--- src/rtl/if_stage.sv ---
// Instruction-fetch stage: owns the PC and drives the 1-cycle-latency inst SRAM.
// It hands {pc, inst} to ID and buffers the instruction across ID stalls.
// Optional `IF_ADEF_EXC_EN adds fs_adef and aligns misaligned fetch addresses.
module if_stage #(
  parameter logic [31:0] RESET_PC = 32'h1c00_0000
) (
  input  logic        clk,
  input  logic        reset,
  input  logic        ds_allowin,
  input  logic [32:0] br_bus,
  output logic        fs_to_ds_valid,
  output logic [63:0] fs_to_ds_bus,
  output logic        inst_sram_en,
  output logic        inst_sram_we,
  output logic [31:0] inst_sram_addr,
  output logic [31:0] inst_sram_wdata,
  input  logic [31:0] inst_sram_rdata
`ifdef IF_ADEF_EXC_EN
  ,
  output logic        fs_adef
`endif
);

  logic        fs_valid;
  logic [31:0] fs_pc;
  logic [31:0] inst_buf;
  logic        buf_valid;

  logic        br_taken;
  logic [31:0] br_target;
  logic        fs_ready_go;
  logic        fs_allowin;
  logic [31:0] seq_pc;
  logic [31:0] nextpc;
  logic [31:0] fs_inst;
  logic        stall_capture;

  assign br_taken    = br_bus[32];
  assign br_target   = br_bus[31:0];

  assign fs_ready_go = 1'b1;
  assign fs_allowin  = ~fs_valid | (fs_ready_go & ds_allowin);
  assign seq_pc      = fs_pc + 32'd4;
  assign nextpc      = br_taken ? br_target : seq_pc;

  // A taken branch always issues its target, even while ID is stalled.
  assign inst_sram_en    = ~reset & (fs_allowin | br_taken);
  assign inst_sram_we    = 1'b0;
  assign inst_sram_wdata = 32'd0;

  // Capture only when the SRAM output would otherwise be lost; a branch kills it.
  assign stall_capture = fs_valid & ~ds_allowin & ~buf_valid & ~br_taken;

`ifdef IF_ADEF_EXC_EN
  assign fs_adef        = fs_valid & (fs_pc[1:0] != 2'b00);
  assign inst_sram_addr = {nextpc[31:2], 2'b00};
  assign fs_inst        = fs_adef ? 32'd0 : (buf_valid ? inst_buf : inst_sram_rdata);
`else
  assign inst_sram_addr = nextpc;
  assign fs_inst        = buf_valid ? inst_buf : inst_sram_rdata;
`endif

  assign fs_to_ds_valid = fs_valid & fs_ready_go & ~br_taken;
  assign fs_to_ds_bus   = {fs_pc, fs_inst};

  always_ff @(posedge clk or posedge reset) begin
    if (reset) begin
      fs_valid  <= 1'b0;
      fs_pc     <= RESET_PC - 32'd4;
      inst_buf  <= 32'd0;
      buf_valid <= 1'b0;
    end else if (inst_sram_en) begin
      fs_valid  <= 1'b1;
      fs_pc     <= nextpc;
      buf_valid <= 1'b0;
    end else if (stall_capture) begin
      inst_buf  <= inst_sram_rdata;
      buf_valid <= 1'b1;
    end
  end

endmodule

--- config.mk ---
export PLATFORM = sky130hd
export DESIGN_NAME = if_stage
export DESIGN_NICKNAME = d
export VERILOG_FILES = /design/src/rtl/if_stage.sv
export SDC_FILE = /design/constraint.sdc
export NUM_CORES = 1
export LEC_CHECK = 0
export BUFFER_PORTS_ARGS = -buffer_cell sky130_fd_sc_hd__clkbuf_2
export CAP_MARGIN = 20
export CORE_MARGIN = 10
export CORE_UTILIZATION = 48
export DETAILED_ROUTE_END_ITERATION = 7
export GPL_TIMING_DRIVEN = 1
export PLACE_DENSITY = 0.81
export SLEW_MARGIN = 20
export SYNTH_ARGS = -nofsm -noshare
export SYNTH_HDL_FRONTEND = slang
export SYNTH_SLANG_ARGS = --single-unit
--- constraint.sdc ---
create_clock -name clk -period 2.5 [get_ports clk]
set_clock_uncertainty 0.05 [all_clocks]
set_input_delay 0.25 -clock clk [delete_from_list [all_inputs] [get_ports clk]]
set_output_delay 0.25 -clock clk [all_outputs]
set_load 0.01 [all_outputs]
==> impl_metrics.yaml <==
clock_network:
  cts_tree: "done"
  cts.path.max_buffers: 2
  cts_buffers: 9
  clock_sinks: 66
  clk-insertion-delay-late_ns: 0.33
  cts-root-buf: "clkbuf_8"
  htreeDepth: 3
  clk_pin_slew_worst_paths_ns: 0.08
cells_and_area:
  diodes: 0
  areaGrowthSynthToFinish_pct: 33.7
  final_common_cell: "clkbuf_2"
  drive_gt1_share_pct: 56.1
  post-route-util_pct: 65.0
  fillers: 698
  final_cell_mix: "clkbuf_2, mux2_2, buf_4, nand2_1, dfrtp_1"
  layout.nets: 724
setup_path:
  r2r_start: "fs_pc[4]$_DFFE_PP1P_"
  end_kind: "output pin"
  criticalPathCategory: "reg2out"
  r2r_cells: 7
  cp.required_ns: 2.20
  worstPathCellList: "nand3_4 > or4_4 > buf_6 > nor3_4 > xnor2_1 > a21oi_1 > buf_2"
  critPathMaxStageDelay_ns: 0.61
  r2r_slack_ns: 0.26
  r2r-end: "fs_pc[27]$_DFFE_PP1P_"
  crit_slowest_cell: "dfstp_2"
  cp_max_fo: 6
  worstPathArrival_ns: 2.36
  start_kind: "flip-flop"
routing:
  drt-total-wl_um: 13600
  routedWlPerCell_um: 17.7
  drtIter0Drc: 300
  drc_errors: 0
  viasPerCell: 5.47
  drt_first_pass_iters: 5
  vias: 4210
  drtAntennaViolNets: 0
power_and_ir_drop:
  power_density_nw_per_um2: 628
  peakVddDrop_mv: 0.367
  cellLeakagePower_nw: 2.80
placement:
  gp_congestion: 0.857
  pre_cts_slack_ns: 0.0790
  io_buffers: 165
  dp_hpwl_um: 9710
global_routing:
  first_global_vias: 4186
  overflow: 0
  grt_max_degree: 53
  grt_use_total_pct: 18.4
  grt_pass1_wl_um: 20300
  antenna_found_initial: 0
outcome:
  status: "complete, but fails checks"
  violations: "negative setup slack"
synth:
  yosysWarnings: 0
  synth.distinct_cells: 53
  ys_seq_elements: 66
  netlist_instances: 456
  synth_top_flop_cell: "dfrtp_1"
  synthArstFlopShare_pct: 100
  avgSynthCellArea_um2: 9.72
  mappedNetlistArea_um2: 4430
  synth_edf_count: 0
  seq_area_frac_synth_pct: 38.0
floorplan:
  initial_core_util_pct: 48.7
  ios: 199
  die_w_um: 116
  die_area_um2: 13500
  core-area_um2: 9110
  die_h_um: 116
  num_rows: 35
timing:
  setup_viol: 13
  setup_ws_ns: -0.164
  rsz0062_at_grt: "yes"
  tightest_slew_ns: 0.734
  timing.final.crit_share_pct: 107
  final-hold-violation-count: 0
  maxSlewViolCount: 0
  fmax_mhz: 375
  relSlewSlack_pct: 51.0
  min_period_ns: 2.66
flow_run:
  max_cap_violations: 0
hold_path:
  min_path_type: "in2async"
## layer usage
| metal | wire, µm | up-vias | part of all wire (%) | global-route usage (%) |
|---|---|---|---|---|
| li1 | - | 1958 | - | - |
| met1 | 5230 | 1999 | 38 | 20.8 |
| met2 | 6540 | 226 | 48 | 31.1 |
| met3 | 1600 | 27 | 12 | 7.09 |
| met4 | 262 | 0 | 1.9 | 6.51 |
| met5 | 0 | - | 0 | 0 |
## how the worst max path moves through the flow
stage / startpoint / slack, ns / depth (start not counted) / to
global route: fs_pc[4]$_DFFE_PP1P_ / -0.25 / 7 / inst_sram_addr[27]
floorplan: fs_pc[15]$_DFFE_PP1P_ / 0.09 / 6 / inst_sram_addr[30]
detailed placement: fs_pc[2]$_DFFE_PP1P_ / 0.08 / 8 / inst_sram_addr[22]
finish: fs_pc[4]$_DFFE_PP1P_ / -0.16 / 7 / inst_sram_addr[27]
CTS: fs_pc[4]$_DFFE_PP1P_ / -0.16 / 6 / inst_sram_addr[23]
global placement: fs_pc[2]$_DFFE_PP1P_ / 0.15 / 7 / inst_sram_addr[26]
## power by group
part / leakage (nW) / switching (mW) / internal [mW]
sequential: 0.740 / 0.181 / 1.33
combinational: 1.97 / 0.680 / 0.644
clock: 0.0941 / 0.408 / 0.479
## stage by stage
| step | cells | total power, mW | setup TNS [ns] | hold slack, ns | cell area (µm²) |
|---|---|---|---|---|---|
| floorplan | 488 | 2.27 | 0 | 0.280 | 4550 |
| CTS | 750 | 3.67 | -1.11 | 0.0480 | 5700 |
| global placement | 720 | 2.67 | 0 | 0.403 | 5290 |
| detailed placement | 720 | 2.72 | 0 | 0.421 | 5290 |
| global route | 770 | 3.95 | -2.96 | 0.0829 | 5920 |
| finish | 770 | 3.72 | -1.00 | 0.0486 | 5920 |
## flip-flops by register name, indices dropped and copies added, names as in the netlist
signal / cells
fs_pc: 32
inst_buf: 32
buf_valid: 1
fs_valid: 1
## repair_timing
action | CTS | global route
setup endpoints to repair | 18 | 22
pin swaps | 10 | 16
hold buffers | 0 | 0
resized for setup | 21 | 29
buffers inserted | 15 | 20
## area by class of cell
cell class / count / area, µm² / share of cell area, %
multi-input combinational: 354 / 2640 / 44.6
sequential: 66 / 1680 / 28.4
timing repair buffer: 218 / 1240 / 21.0
tap: 111 / 139 / 2.34
clock buffer: 10 / 138 / 2.32
clock inverter: 5 / 55.1 / 0.929
inverter: 6 / 22.5 / 0.380
## critical path, delay by kind of cell (launching register included)
kind,cells,cell delay [ns]
compound gates,1,0.12
flops,1,0.61
simple gates,3,0.91
buf+inv,2,0.29
xor+xnor,1,0.10
## cells by family (layout without fill, tap and decap cells)
kind of cell | count (synthesis) | count (layout) | synth area share, %
flops | 66 | 66 | 38.0
fa+ha+maj | 1 | 1 | 0.282
xor+xnor | 27 | 27 | 5.34
other cells | 1 | 33 | 0.0846
buf+inv | 68 | 239 | 8.95
compound gates | 82 | 82 | 12.3
simple gates | 135 | 135 | 15.7
mux | 76 | 76 | 19.3
## cells in the mapped netlist (6+ instances only)
master    instances  share of area, %
nor2_1           27               2.3
xor2_1           11               2.2
a31oi_1           9               1.3
a21oi_1          16               1.8
o21ai_0          19               2.1
xnor2_1          16               3.2
clkbuf_1         20               1.7
dfstp_2          26                15
buf_4            33               5.6
o21a_1            8               1.4
dfrtp_1          40                23
nand4_1           6              0.85
o22a_1            8               1.6
and3_1            6              0.85
nand3_1          10               1.1
nor3_1            7              0.79
mux2_2           76                19
nand2_1          48               4.1
(Power assumes the default switching activity.)
